==> src/rtl/gups_pkg.sv <==
// gups_pkg: shared FSM state encoding, default LFSR taps and the LFSR step function
package gups_pkg;
  typedef enum logic [2:0] {IDLE, GEN, RD, RWAIT, WR, DONE} state_t;
  localparam int LFSR_MAXW = 64;
  localparam logic [LFSR_MAXW-1:0] POLY_DEFAULT = 64'h7;
  // Galois step for any width up to LFSR_MAXW; bits above w are forced to zero
  function automatic logic [LFSR_MAXW-1:0] lfsr_next(input logic [LFSR_MAXW-1:0] s,
                                                     input logic [LFSR_MAXW-1:0] poly,
                                                     input int unsigned w);
    logic [LFSR_MAXW-1:0] m;
    logic [LFSR_MAXW-1:0] t;
    m = (w >= LFSR_MAXW) ? '1 : ((LFSR_MAXW'(1) << w) - LFSR_MAXW'(1));
    t = s >> (w - 1);
    return ((s << 1) ^ (t[0] ? poly : '0)) & m;
  endfunction
endpackage

==> src/rtl/gups_lfsr.sv <==
// gups_lfsr: Galois LFSR producing the random update values; a zero seed loads as 1
module gups_lfsr import gups_pkg::*; #(
  parameter int DW = 64,
  parameter logic [DW-1:0] POLY = DW'(POLY_DEFAULT)
) (
  input  logic          clk,
  input  logic          reset,
  input  logic          load_i,
  input  logic          step_i,
  input  logic [DW-1:0] seed_i,
  output logic [DW-1:0] state_o,
  output logic [DW-1:0] next_o
);
  logic [DW-1:0] ran_q;
  assign next_o  = DW'(lfsr_next(LFSR_MAXW'(ran_q), LFSR_MAXW'(POLY), DW));
  assign state_o = ran_q;
  // load the seed on run start, advance once per update
  always_ff @(posedge clk) begin
    if (reset) ran_q <= '0;
    else if (load_i) ran_q <= (seed_i == '0) ? DW'(1) : seed_i;
    else if (step_i) ran_q <= next_o;
  end
endmodule

==> src/rtl/gups_engine.sv <==
// gups_engine: GUPS read-modify-write engine; define GUPS_STATS_EN to add the cycle_count run timer
module gups_engine import gups_pkg::*; #(
  parameter int DW = 64,
  parameter int AW = 32,
  parameter int CW = 32,
  parameter logic [DW-1:0] POLY = DW'(POLY_DEFAULT)
) (
  input  logic          clk,
  input  logic          reset,
  input  logic          start,
  input  logic [DW-1:0] seed,
  input  logic [AW-1:0] range_mask,
  input  logic [CW-1:0] num_updates,
  output logic          busy,
  output logic          done,
  output logic [CW-1:0] update_count,
  output logic          mem_req,
  output logic          mem_wr,
  output logic [AW-1:0] mem_addr,
  output logic [DW-1:0] mem_wdata,
  input  logic          mem_ready,
  input  logic          mem_rvalid,
  input  logic [DW-1:0] mem_rdata
`ifdef GUPS_STATS_EN
  ,
  output logic [CW-1:0] cycle_count
`endif
);
  state_t        state_q, state_d;
  logic [AW-1:0] addr_q, addr_d, mask_q, mask_d;
  logic [DW-1:0] wdata_q, wdata_d, ran, ran_nxt;
  logic [CW-1:0] cnt_q, cnt_d, num_q, num_d;
  logic          accept;
  assign accept       = start && (state_q == IDLE || state_q == DONE);
  assign mem_addr     = addr_q;
  assign mem_wdata    = wdata_q;
  assign update_count = cnt_q;
  gups_lfsr #(.DW(DW), .POLY(POLY)) u_lfsr (
    .clk     (clk),
    .reset   (reset),
    .load_i  (accept),
    .step_i  (state_q == GEN),
    .seed_i  (seed),
    .state_o (ran),
    .next_o  (ran_nxt)
  );
  // state and datapath registers
  always_ff @(posedge clk) begin
    if (reset) begin
      state_q <= IDLE;
      addr_q  <= '0;
      wdata_q <= '0;
      cnt_q   <= '0;
      num_q   <= '0;
      mask_q  <= '0;
    end else begin
      state_q <= state_d;
      addr_q  <= addr_d;
      wdata_q <= wdata_d;
      cnt_q   <= cnt_d;
      num_q   <= num_d;
      mask_q  <= mask_d;
    end
  end
  // next state: one RMW per GEN..WR loop, zero-length runs finish immediately
  always_comb begin
    state_d = state_q;
    case (state_q)
      IDLE, DONE: if (start) state_d = (num_updates == '0) ? DONE : GEN;
      GEN:        state_d = RD;
      RD:         if (mem_ready) state_d = RWAIT;
      RWAIT:      if (mem_rvalid) state_d = WR;
      WR:         if (mem_ready) state_d = (cnt_q + CW'(1) == num_q) ? DONE : GEN;
      default:    state_d = IDLE;
    endcase
  end
  // outputs decoded from state; request fields come from registers so they hold while stalled
  always_comb begin
    busy    = state_q == GEN || state_q == RD || state_q == RWAIT || state_q == WR;
    done    = state_q == DONE;
    mem_req = state_q == RD || state_q == WR;
    mem_wr  = state_q == WR;
  end
  // datapath next values: config captured only on an accepted start
  always_comb begin
    num_d   = accept ? num_updates : num_q;
    mask_d  = accept ? range_mask : mask_q;
    cnt_d   = accept ? '0 : (state_q == WR && mem_ready) ? cnt_q + CW'(1) : cnt_q;
    addr_d  = (state_q == GEN) ? AW'(ran_nxt) & mask_q : addr_q;
    wdata_d = (state_q == RWAIT && mem_rvalid) ? mem_rdata ^ ran : wdata_q;
  end
`ifdef GUPS_STATS_EN
  logic [CW-1:0] ccnt_q, ccnt_d;
  assign cycle_count = ccnt_q;
  // run timer: cleared on start, counts busy cycles, holds once done
  always_comb ccnt_d = accept ? '0 : busy ? ccnt_q + CW'(1) : ccnt_q;
  // run timer register
  always_ff @(posedge clk) begin
    if (reset) ccnt_q <= '0;
    else ccnt_q <= ccnt_d;
  end
`endif
endmodule

==> config.mk <==
export PLATFORM = sky130hd
export DESIGN_NAME = gups_engine
export DESIGN_NICKNAME = d
export VERILOG_FILES = /design/src/rtl/gups_pkg.sv /design/src/rtl/gups_lfsr.sv /design/src/rtl/gups_engine.sv
export SDC_FILE = /design/constraint.sdc
export NUM_CORES = 1
export LEC_CHECK = 0
export CORE_MARGIN = 2
export CORE_UTILIZATION = 52
export DETAILED_ROUTE_END_ITERATION = 6
export PLACE_DENSITY = 0.87
export SLEW_MARGIN = 20
export SYNTH_ARGS = -nofsm -noshare
export SYNTH_HDL_FRONTEND = slang
export SYNTH_SLANG_ARGS = --single-unit
==> constraint.sdc <==
create_clock -name clk -period 4 [get_ports clk]
set_input_delay 1 -clock clk [delete_from_list [all_inputs] [get_ports clk]]
set_output_delay 1 -clock clk [all_outputs]
set_load 0.01 [all_outputs]
# Word level (Yosys, flattened, before mapping)
# Cells that the tools add are included.
# totals
in_bits	197
elab_cells	47
latchBits	0
reg_bits	259
mem_count	0
mem_bits_ro	0
ramBits	0
out_inout_bits	132
# op_classes
n_addsub	1
magnitude_cmp	0
eq_ne	10
n_div	0
shift	0
mux	11
n_mul	0
bitwise	3
reduce_logical	15
# op_table
operator	count
$mux W64	3
$xor A64 B64 Y64	2
$logic_not A64 Y1	1
$add A32 B1 Y32 const B	1
$and A32 B32 Y32	1
$eq A32 B32 Y1	1
$logic_not A32 Y1	1
$mux W3	7
$pmux W3 S5	1
$eq A3 B2 Y1 const B	2
$eq A3 B3 Y1 const B	2
$ne A2 B2 Y1 const B	3
$logic_or A1 B1 Y1	5
$reduce_and A4 Y1	1
$reduce_or A2 Y1	2
$eq A3 B1 Y1 const B	1
$logic_and A1 B1 Y1	3
$logic_not A3 Y1	1
$ne A2 B1 Y1 const B	1
$reduce_bool A2 Y1	1

# Longest topological paths before layout
# Gate-level depths: netlist (run 1).
# depth
depth_word	5
ltp_mapped	11
mapped_depth_nobuf	8

# Cells and area by module
# Synthesis (run 1) repeated with hierarchy kept, for this count alone.
# hier_totals
hier_cells	1484
area_unflattened_um2	12203.0
# by_module_without_submodules
mod	cells_each	n_inst	area_per_inst_um2	seq_area_each_um2
gups_engine	1051	1	8689.6	3903.7
gups_lfsr	433	1	3513.4	1281.2

# Worst setup path before layout (run 1)
# Ideal clock, no wire load.
# synth_timing
path_kind	flip-flop to flip-flop
startpoint	reg cnt_q[0] (netlist: update_count[0])
endpoint	reg state_q[2]
setup_slack_ns	1.181
synth_period_minus_slack_ns	2.819
required_time_ns	3.931
stages_incl_launch_ff	11
n_path_buf	2
setup_ns	0.069
arrival_time_ns	2.750
cell_sequence	dfxtp_1 -> ha_1 -> buf_2 -> nand2_1 -> or4_1 -> buf_2 -> or4_1 -> a221o_1 -> nor4_2 -> o2111ai_1 -> o21ai_1
# synth_between
elab_chain_len	5
# synth_lines
element	line_no	source
from (decl)	gups_engine.sv:32	logic [CW-1:0] cnt_q, cnt_d, num_q, num_d;
from (signal assigned)	gups_engine.sv:60	cnt_q <= cnt_d;
$add A32 B1 Y32	gups_engine.sv:73	WR: if (mem_ready) state_d = (cnt_q + CW'(1) == num_q) ? DONE : GEN;
$eq A32 B32 Y1	gups_engine.sv:73	
$mux W3 (2 in a row)	gups_engine.sv:73	
$pmux W3 S5	gups_engine.sv:68	case (state_q)
to (signal assigned)	gups_engine.sv:57	state_q <= state_d;
to (decl)	gups_engine.sv:29	state_t state_q, state_d;
# Every way passes these cells. The select of a mux whose other input is x is not followed.
# A chain may end at the register's enable or synchronous reset.

# Worst setup path after layout (run 1)
# Same ends and word-level chain as after synthesis.

==> impl_results.md, run 1 <==
- CP startpoint kind: flop
- Hold_buf cts: 0
- VDD IR max: 0.000413 V
- Synthesized flop and latch total: 259
- Total Die Area: 23100 sq um
- H-tree depth: 1
- DR WL/cell: 19.7 um
- Pin count of the biggest net entering global routing: 97
- Root Driver: clkbuf_16
- CTS tree: yes
- Worst-Skew Late Latency: 0.53 ns
- Synthesis-to-layout area growth: 37.9%
- Sequential fraction of the synthesis area: 45.5%
- Core Area: 21700 sq um
- Post-synth top area share: 45.5%
- Number of synthesized flops with an enable pin: 0
- Area leader, netlist: dfxtp_1
- Final nets: 1873
- Critical path peak fanout: 16
- Rows: 54
- Power Density: 605 nW/um^2
- Setup bufs post-CTS: 0
- Slew @ Worst Pin: 0.959 ns
- Crit path DAT: 3.71 ns
- Overall Global Routing Usage: 32.2%
- Routed WL: 39000 um
- Clock Path Buffers: 3
- Min Tclk post-route: 3.26 ns
- Register area: 5180 sq um
- Type of the worst setup path: reg -> reg
- Clk sinks: 259
- Cell variety after synth: 57
- CP endpoint kind: flop
- First-pass GRT wire length: 60800 um
- 1st-pass router iterations: 5
- Syn nets: 1609
- Syn avg cell area: 8.07 sq um
- Proportion of layout cells with a drive suffix above 1: 4.31%
- ANT nets after route: 0
- Yosys warns: 0
- Residual DRC: 0
- Slew margin rel.: 35.5%
- Max_cap viols: 0
- Synthesized area: 11400 sq um
- Synth Instances: 1411
- Most frequent cell after synthesis: dfxtp_1
- DP Area: 14800 sq um
- Vias in the first global route: 11200
- Io pins: 329
- Fill count: 1558
- Effective utilization at floorplan: 52.5%
- Initial drt markers: 1023
- Initial antenna violation count: 4
- Clk pin slew, worst setup/hold paths: 0.06 ns
- RSZ-0062 raised after global routing: no
- WP data required: 4.46 ns
- Resized Gates After CTS: 0
- Ys async rst share: 0%
- Multi-input gate area: 5780 sq um
- Fin Setup TNS: 0 ns
- Fin Clk Skew: 0.0104 ns
- Placer Congestion: 0.938
- Fmax: 307 MHz
- Lkg Pwr: 0.00520 uW
- Die span in y: 152 um
- Hpwl dp: 28000 um
- CTS Buf Count: 27
- Vias per inst: 5.93
- Endpoints failing setup: 0
- Synth Flop Type: dfxtp_1
- Ranking of synthesized cells by area: dfxtp_1 (46%), xnor2_1 (7.6%), nand2_1 (6.5%)
- Slew Limit Fails: 0
- DIE WIDTH: 152 um
- Status: finished clean
- Final Hold Fails: 0
- Final Cycle Share: 81.4%
- Synth top cells by count: dfxtp_1 (259), nand2_1 (198), nor2_1 (180)
- Post-route cell area: 15700 sq um
- Port buffer count: 328
- GR Overflow Total: 0
- DR vias: 11700
- HP Class: reg -> reg
## metrics by stage
stage / instances / hold slack, ns / utilization (%) / total power [uW] / worst slack, ns
floorplan: 1411 / 0.437 / - / 5760 / 1.18
global placement: 1926 / 0.437 / 68.2 / 6780 / 0.960
detailed placement: 1926 / 0.446 / 68.2 / 6900 / 0.836
CTS: 1974 / 0.455 / 72.3 / 9470 / 0.790
global route: 1977 / 0.470 / 72.4 / 9990 / 0.611
finish: 1977 / 0.453 / 72.4 / 9500 / 0.744
## kinds of logic (layout without fill, tap and decap cells)
group	count (synthesis)	after routing	share of synthesized area, %
AOI/OAI and AO/OA	289	289	15.8
xor gates and xnor gates	123	123	9.46
adders and majority gates	1	1	0.110
buffers and inverters	117	400	4.01
DFF	259	259	45.5
muxes	5	5	0.440
other	0	3	0
and+or+nand+nor	617	617	24.7
## final cells by class
cell class              count  area share, %
inverters                   6          0.143
multi-input cells        1035           36.8
well taps                 280           2.23
flip-flops and latches    259           33.0
repair buffers            346           22.0
clock buffers              36           4.77
diodes                      3         0.0478
clock inverters            12          0.917
## layout by cell type, fill, tap and decap left out, types with 48 or more instances in the layout
cell type / instances
xnor2_1: 99
nand3_1: 48
dfxtp_1: 259
nor3_1: 76
a211oi_1: 65
nand2_1: 197
nor2_1: 178
clkdlybuf4s50_1: 327
a21oi_1: 111
o22ai_1: 63
## state kept, by name (all words and copies together), names as in the netlist
signal / cells
mask_q: 32
mem_addr: 32
mem_wdata: 64
num_q: 32
state_q: 3
u_lfsr.state_o: 64
update_count: 32
## layer usage
layer / global-route usage (%) / share of wire (%)
met2: 54.3 / 48
met4: 14.6 / 5.1
met1: 38.5 / 37
met3: 8.44 / 9.9
met5: 0 / 0.079
## report_power, final
part | switching [uW] | internal, uW
clock network | 1040 | 1510
registers | 700 | 3150
logic | 1770 | 1340
## worst max-delay path, stage by stage (launching register included)
cell,delay (ns)
dfxtp_1,0.50
ha_1,0.42
nand2_1,0.13
or4_1,0.47
buf_4,0.20
or4_1,0.48
a221o_1,0.35
nor4_2,0.28
o2111ai_1,0.18
o21ai_1,0.15
## worst paths after layout
kind / cells after the start / endpoint / slack (ns) / from
worst min-delay path: 2 / mem_addr[21] / 0.45 / mem_addr[21]
worst min register to register: 2 / mem_addr[21] / 0.45 / mem_addr[21]
worst max-delay path: 9 / state_q[2] / 0.74 / update_count[0]
worst max register to register: 9 / state_q[2] / 0.74 / update_count[0]
(Power assumes the default switching activity.)
==> run 2, diff against run 1 <==
--- a/config.mk
+++ b/config.mk
@@ -6,9 +6,9 @@
 export NUM_CORES = 1
 export LEC_CHECK = 0
 export CORE_MARGIN = 2
-export CORE_UTILIZATION = 52
+export CORE_UTILIZATION = 48
 export DETAILED_ROUTE_END_ITERATION = 6
-export PLACE_DENSITY = 0.87
+export PLACE_DENSITY = 0.82
 export SLEW_MARGIN = 20
 export SYNTH_ARGS = -nofsm -noshare
 export SYNTH_HDL_FRONTEND = slang
==> constraint.sdc (replaced) <==
create_clock -name clk -period 3.4 [get_ports clk]
set_input_delay 0.85 -clock clk [delete_from_list [all_inputs] [get_ports clk]]
set_output_delay 0.85 -clock clk [all_outputs]
set_load 0.01 [all_outputs]
==> run 2 against run 1 <==
Net effect:
- clock skew shrank 0.00063 ns
- sequential power grew 17%
- die area grew 8.1%
- total power grew 21%
- routed wire length grew 2.3%
- design area grew 1.8%
- critical path depth shrank 6
- clock power grew 28%
- sequential share of layout area shrank 0.57 points
- cell count grew 3.0%
- critical path type is now reg -> out
- largest cell class unchanged
- largest power group unchanged
- highest routed layer is now met4
==> impl_results.md, run 2 (synthesis gave the netlist of run 1 again) <==
- H-tree depth: 1
- Io pins: 329
- Final Hold Fails: 0
- RSZ-0062 raised after global routing: no
- Slew @ Worst Pin: 0.957 ns
- Switching Share: 36.0%
- Internal: 7330 uW
- Initial drt markers: 825
- Most frequent cells in the layout: clkdlybuf4s50_1 (327), dfxtp_1 (259), nand2_1 (197)
- Most common cell after layout, fill and taps aside: clkdlybuf4s50_1
- Hold_buf cts: 0
- Vias per inst: 5.69
- Synthesis-to-layout area growth: 40.3%
- Setup bufs post-CTS: 0
- Pin count of the biggest net entering global routing: 133
- Hpwl dp: 29000 um
- Clock Power Share: 28.2%
- Clk sinks: 259
- Fmax: 316 MHz
- Die span in y: 158 um
- ANT nets after route: 0
- Slowest CP cell: dfxtp_1
- R2R depth: 8
- Port buffer count: 328
- WHS Path Cells: 2
- Endpoints failing setup: 0
- Vias in the first global route: 11000
- Slew margin rel.: 36.0%
- DR vias: 11600
- Worst r2r src: update_count[0]
- Routed WL: 39900 um
- Lkg Pwr: 0.00534 uW
- Effective utilization at floorplan: 48.7%
- Comb pwr share: 32.4%
- DIE WIDTH: 158 um
- Worst R2R Setup Slack: 0.60 ns
- CP startpoint kind: flop
- Rows: 56
- Hold Crit Start: mem_addr[4]
- Proportion of layout cells with a drive suffix above 1: 5.37%
- Worst path max stage delay: 0.74 ns
- First-pass GRT wire length: 60600 um
- Fin Setup TNS: 0 ns
- Overall Global Routing Usage: 31.0%
- Status: finished clean
- Max_cap viols: 0
- CP cell instances: nor2_1, xnor2_1, clkdlybuf4s50_1
- DP Area: 15000 sq um
- Type of the worst setup path: reg -> out
- Critical path's top delay family: flip-flops
- Resized Gates After CTS: 0
- Residual DRC: 0
- WP data required: 2.55 ns
- VDD IR max: 0.000469 V
- Sum of buffers and inverters on the critical path: 1
- GR Overflow Total: 0
- Final Cycle Share: 93.2%
- CP endpoint kind: primary output
- Critical path peak fanout: 17
- Tot Pwr: 11500 uW
- Clk pin slew, worst setup/hold paths: 0.06 ns
- Clock Path Buffers: 3
- Post-route cell area: 16000 sq um
- Crit path DAT: 2.32 ns
- Placer Congestion: 0.971
- Total Die Area: 25000 sq um
- Min Tclk post-route: 3.17 ns
- Root Driver: clkbuf_16
- Final nets: 1891
- NetSw: 4130 uW
- CTS tree: yes
- Fill count: 1946
- Seq pwr share: 39.4%
- R2R Path End: state_q[2]
- HP Class: reg -> reg
- Initial antenna violation count: 5
- Hold Path End: mem_addr[4]
- Power Density: 717 nW/um^2
- Core Area: 23400 sq um
- Fin Clk Skew: 0.00975 ns
- DR WL/cell: 19.6 um
- CTS Buf Count: 28
- Worst-Skew Late Latency: 0.54 ns
- Slew Limit Fails: 0
- Hold slack: 0.448 ns
- 1st-pass router iterations: 5
[run 2: cell types whose count changed in the layout (fill, tap and decap cells not counted)]
| cell | change |
|---|---|
| clkbuf_16 | +2 |
| clkbuf_8 | +3 |
| clkinvlp_4 | -1 |
| buf_4 | +17 |
| clkbuf_1 | +1 |
| bufinv_16 | +1 |
| clkinv_2 | -2 |
| diode_2 | +1 |
| inv_6 | -1 |
[run 2: worst max path at each step]
stage,cells past startpoint,slack (ns),end,start
6_report,3,0.23,busy,state_q[1]
5_1_grt,3,0.17,busy,state_q[1]
4_1_cts,3,0.27,busy,state_q[1]
3_5_place_dp,6,0.55,u_lfsr.state_o[0],seed[8]
3_3_place_gp,9,0.57,state_q[2],num_updates[0]
2_1_floorplan,10,0.58,state_q[2],update_count[0]
[run 2: layout make-up]
cell class / count / area (sq um) / share of cell area [%]
Clock inverter: 9 / 148 / 0.924
Multi-Input combinational cell: 1035 / 5780 / 36.2
Clock buffer: 42 / 845 / 5.29
Sequential cell: 259 / 5180 / 32.5
Tap cell: 319 / 399 / 2.50
Inverter: 6 / 22.5 / 0.141
Timing Repair Buffer: 363 / 3580 / 22.4
Antenna cell: 4 / 10.0 / 0.0627
[run 2: stage by stage]
stage          setup slack [ns]  utilization, %  std cells
2_1_floorplan             0.581               -       1411
3_3_place_gp              0.570            64.0       1982
3_5_place_dp              0.555            64.0       1982
4_1_cts                   0.269            68.2       2033
5_1_grt                   0.174            68.3       2036
6_report                  0.230            68.3       2037
[run 2: worst min-delay path, delay by kind of cell, from the launching register on]
| family | cells | cell delay [ns] |
|---|---|---|
| AOI/OAI and AO/OA | 1 | 0.05 |
| DFF | 1 | 0.31 |
| and+or+nand+nor | 1 | 0.05 |
[run 2: layer usage]
layer | global-route usage (%) | up-vias | wire (um)
met5 | 0 | - | 0
met1 | 36.5 | 5425 | 15400
met3 | 8.19 | 97 | 3560
li1 | - | 5535 | -
met4 | 12.4 | 0 | 1680
met2 | 53.9 | 527 | 19200
[run 2: power groups by stage]
stage | Sequential, uW | Combinational (uW) | Clock, uW
after detailed placement | 4540 | 3670 | 0
after CTS | 4490 | 3700 | 3290
after floorplan | 4260 | 2510 | 0
after global placement | 4520 | 3600 | 0
after global routing | 4580 | 4080 | 3400
final | 4510 | 3710 | 3240
==> run 3, diff against run 2 <==
--- a/config.mk
+++ b/config.mk
@@ -6,9 +6,11 @@
 export NUM_CORES = 1
 export LEC_CHECK = 0
 export CORE_MARGIN = 2
-export CORE_UTILIZATION = 48
+export CORE_UTILIZATION = 63
 export DETAILED_ROUTE_END_ITERATION = 6
-export PLACE_DENSITY = 0.82
+export DONT_BUFFER_PORTS = 1
+export PLACE_DENSITY = 0.8
+export SETUP_SLACK_MARGIN = 0.4
 export SLEW_MARGIN = 20
 export SYNTH_ARGS = -nofsm -noshare
 export SYNTH_HDL_FRONTEND = slang
==> run 3 against run 2 <==
Net effect:
- non-clock buffer count down 334
- combinational power down 18%
- clock power down 6%
- clock-buffer cell count down 6
==> impl_results.md, run 3 (synthesis gave the netlist of run 1 again) <==
- Status: finished clean
- Most common cell after layout, fill and taps aside: dfxtp_1
- CP startpoint kind: flop
- Pin count of the biggest net entering global routing: 229
- Clk sinks: 259
- Fin Setup TNS: 0 ns
- Initial drt markers: 693
- Core Area: 17800 sq um
- Final nets: 1555
- Max_cap viols: 0
- Min Tclk post-route: 2.74 ns
- DIE WIDTH: 138 um
- First-pass GRT wire length: 52500 um
- Slew Limit Fails: 0
- Clk pin slew, worst setup/hold paths: 0.07 ns
- Hpwl dp: 24200 um
- CP endpoint kind: flop
- Port buffer count: 0
- 1st-pass router iterations: 5
- Total Die Area: 19200 sq um
- Effective utilization at floorplan: 63.8%
- Slew @ Worst Pin: 0.770 ns
- Routed WL: 33900 um
- Critical path's top delay family: simple AND/OR/NAND/NOR gates
- Io pins: 329
- Final Cycle Share: 80.5%
- CTS tree: yes
- Overall Global Routing Usage: 33.6%
- Final Hold Fails: 0
- GR Overflow Total: 0
- Slowest CP cell: dfxtp_1
- Clock Path Buffers: 3
- VDD IR max: 0.000568 V
- Die span in y: 138 um
- Worst path max stage delay: 0.60 ns
- Vias per inst: 6.28
- Vias in the first global route: 9544
- HP Class: in -> reg
- CP most frequent cell: or4_1
- Worst-Skew Late Latency: 0.54 ns
- Initial antenna violation count: 1
- Layout Utilization: 69.7%
- Final worst slack: 0.664 ns
- Rows: 49
- Lkg Pwr: 0.00405 uW
- Pre-CTS WS: 0.620 ns
- DR WL/cell: 21.1 um
- Power Density: 853 nW/um^2
- CP cell instances: nand2_1, or4_1, or4_1, a221o_1, nor4_2, o2111ai_1, o21ai_1
- Critical path peak fanout: 9
- WP data required: 3.88 ns
- DR vias: 10100
- H-tree depth: 1
- Proportion of layout cells with a drive suffix above 1: 6.33%
- Hold_buf cts: 0
- CTS Buf Count: 26
- Type of the worst setup path: reg -> reg
- Fin Clk Skew: 0.0129 ns
- ANT nets after route: 0
- Crit path DAT: 3.21 ns
- Residual DRC: 0
- Synthesis-to-layout area growth: 9.25%
- Slew margin rel.: 48.2%
- RSZ-0062 raised after global routing: no
- Hold slack: 0.398 ns
- Sum of buffers and inverters on the critical path: 0
- Placer Congestion: 0.942
- Root Driver: clkbuf_16
- Fmax: 366 MHz
- Endpoints failing setup: 0
- Most frequent cells in the layout: dfxtp_1 (255), nand2_1 (197), nor2_1 (178)
-- run 3: changes by cell type in the layout (fill, tap and decap cells not counted), sizes merged --
cell,previous run,this run
buf,36,29
diode,4,1
clkdlybuf4s50,327,0
clkinv,4,5
clkbuf,42,36
-- run 3: worst reg2reg max path, cell delays in order, from the launching register on --
cell       delay, ns
dfxtp_1         0.60
nand2_1         0.22
or4_1           0.50
or4_1           0.48
a221o_1         0.36
nor4_2          0.25
o2111ai_1       0.14
o21ai_1         0.13
-- run 3: worst paths after layout --
| check | start | slack, ns | end | cells after the start |
|---|---|---|---|---|
| setup / recovery | update_count[10] | 0.66 | state_q[2] | 7 |
| hold / removal | reset | 0.40 | mem_wdata[21] | 1 |
| setup reg to reg | update_count[10] | 0.66 | state_q[2] | 7 |
| hold reg to reg | mask_q[9] | 0.45 | mask_q[9] | 2 |
-- run 3: timing repair --
action / 4_1_cts / 5_1_grt
gates resized for setup: 0 / 6
setup endpoints to repair: 0 / 1
setup buffers: 0 / 3
-- run 3: metal layers --
layer	GRT usage (%)	wire length (um)
met1	40.7	13000
met2	55.6	16000
met3	10.0	3180
met4	14.9	1680
met5	0	0
-- run 3: cell type report --
cell class	instances	area (sq um)
multi-input cells	1035	5780
clock buffers	36	748
repair buffers	29	230
diodes	1	2.50
flip-flops and latches	259	5190
fillers	1467	5400
well taps	229	287
inverters	6	22.5
clock inverters	10	178
-- run 3: power breakdown --
group	internal (uW)	total [uW]	switching, uW
combinational	1230	3060	1830
clock	1840	3050	1210
sequential	3710	4510	798
-- run 3: through the flow --
stage	total power [uW]	instances	cell area (sq um)
after floorplan	6770	1411	11400
after global placement	7480	1555	11500
after detailed placement	7570	1555	11500
after CTS	10600	1601	12400
after global routing	11200	1605	12400
final	10600	1605	12400
==> edit (config.mk and constraints of run 2) <==
The option `GUPS_STATS_EN` is turned on by a define.
--- a/src/rtl/gups_engine.sv
+++ b/src/rtl/gups_engine.sv
@@ -1,2 +1,4 @@
 // gups_engine: GUPS read-modify-write engine; define GUPS_STATS_EN to add the cycle_count run timer
+`define GUPS_STATS_EN
+
 module gups_engine import gups_pkg::*; #(
Check against the original RTL (old outputs only; new: cycle_count): equivalent (equiv_simple and equiv_induct, registers matched by name and starting in step).
==> edit against run 2 <==
Final area increased by 9.6%. Global-route usage decreased by 2.2 points. Final cell count increased by 8.1%. Die area increased by 10%. First-iteration DRC count increased by 33%. Via count increased by 8.6%. Sequential cell count increased by 32. Non-clock buffer count increased by 21. Area after synthesis increased by 10%. Worst setup slack improved by 0.0092 ns. Total power increased by 0.98%. Routed wire length increased by 5.1%. Count of clock-buffer cells in the layout decreased by 2.
==> edit: results <==
export IMPL_status="complete, no violations"
export IMPL_antenna_found_initial=2
export IMPL_nNetsFinal=2041
export IMPL_grt_max_degree=131
export IMPL_hold_ws_ns=0.449
export IMPL_grt_pass1_vias=11700
export IMPL_synth_mux_area_share_pct=0.487
export IMPL_path_max_fanout=13
export IMPL_leakage_nw=5.94
export IMPL_stdcell_count=2201
export IMPL_clock_area_share_pct=5.96
export IMPL_diodes=2
export IMPL_synth_cell_type_count=52
export IMPL_use_met1_pct=37.3
export IMPL_avgSynthCellArea_um2=8.21
export IMPL_synthTopCellsByCount="dfxtp_1 (291), nor2_1 (209), nand2_1 (200)"
export IMPL_bufAreaShareNonClock_pct=22.0
export IMPL_syn_num_nets=1730
export IMPL_multi_input_cells=1127
export IMPL_period_share_pct=93.0
export IMPL_inverters=8
export IMPL_irDropWorstVdd_mv=0.674
export IMPL_num_nonclk_buffers=384
export IMPL_place_gp_congestion=0.978
export IMPL_multi_input_area_share_pct=36.2
export IMPL_gr_usage_all_layers_pct=28.9
export IMPL_ff2ff_setup_slack_ns=0.51
export IMPL_regArea_um2=5830
export IMPL_reg2regPathDepth=9
export IMPL_clock_buffers=40
export IMPL_clk_latency_ns=0.56
export IMPL_fillers=2087
export IMPL_use_met2_pct=47.1
export IMPL_cpLargestDelayFamily="buffers and inverters"
export IMPL_synthAdderAreaFrac_pct=0.279
export IMPL_clock_skew_ns=0.0135
export IMPL_slowest_stage="clkdlybuf4s50_1"
export IMPL_cpPeakStageDelay_ns=0.60
export IMPL_ys_seq_area_share_pct=46.3
export IMPL_first_iter_violations=1096
export IMPL_grt_use_met3_pct=6.43
export IMPL_hold_start="mem_addr[7]$_SDFFE_PP0P_"
export IMPL_cts_buffers=30
export IMPL_grt_pass1_wl_mm=64.6
[edit: cell types whose count changed in the layout (fill, tap and decap cells not counted), sizes merged, moves of 5 or more]
cell / delta
nor2: +29
dfxtp: +32
and3: +8
xnor2: +12
buf: -11
nand3: +13
and4: +5
clkdlybuf4s50: +32
xor2: +24
o2111ai: -5
[edit: power by group]
| group | switching [mW] | internal, mW |
|---|---|---|
| logic | 2.05 | 1.49 |
| clock network | 1.41 | 2.08 |
| registers | 0.594 | 3.96 |
[edit: per-stage QoR]
step / area [µm²] / util (%) / setup WS, ns
2_1_floorplan: 12600 / - / 0.844
3_3_place_gp: 16500 / 63.5 / 0.477
3_5_place_dp: 16500 / 63.5 / 0.475
4_1_cts: 17500 / 67.6 / 0.196
5_1_grt: 17500 / 67.6 / 0.0734
6_report: 17500 / 67.6 / 0.240
[edit: layer usage]
metal | part of all wire [%] | wire length (µm)
met3 | 8.3 | 3480
met1 | 42 | 17400
met5 | 0 | 0
met2 | 46 | 19100
met4 | 4.6 | 1910
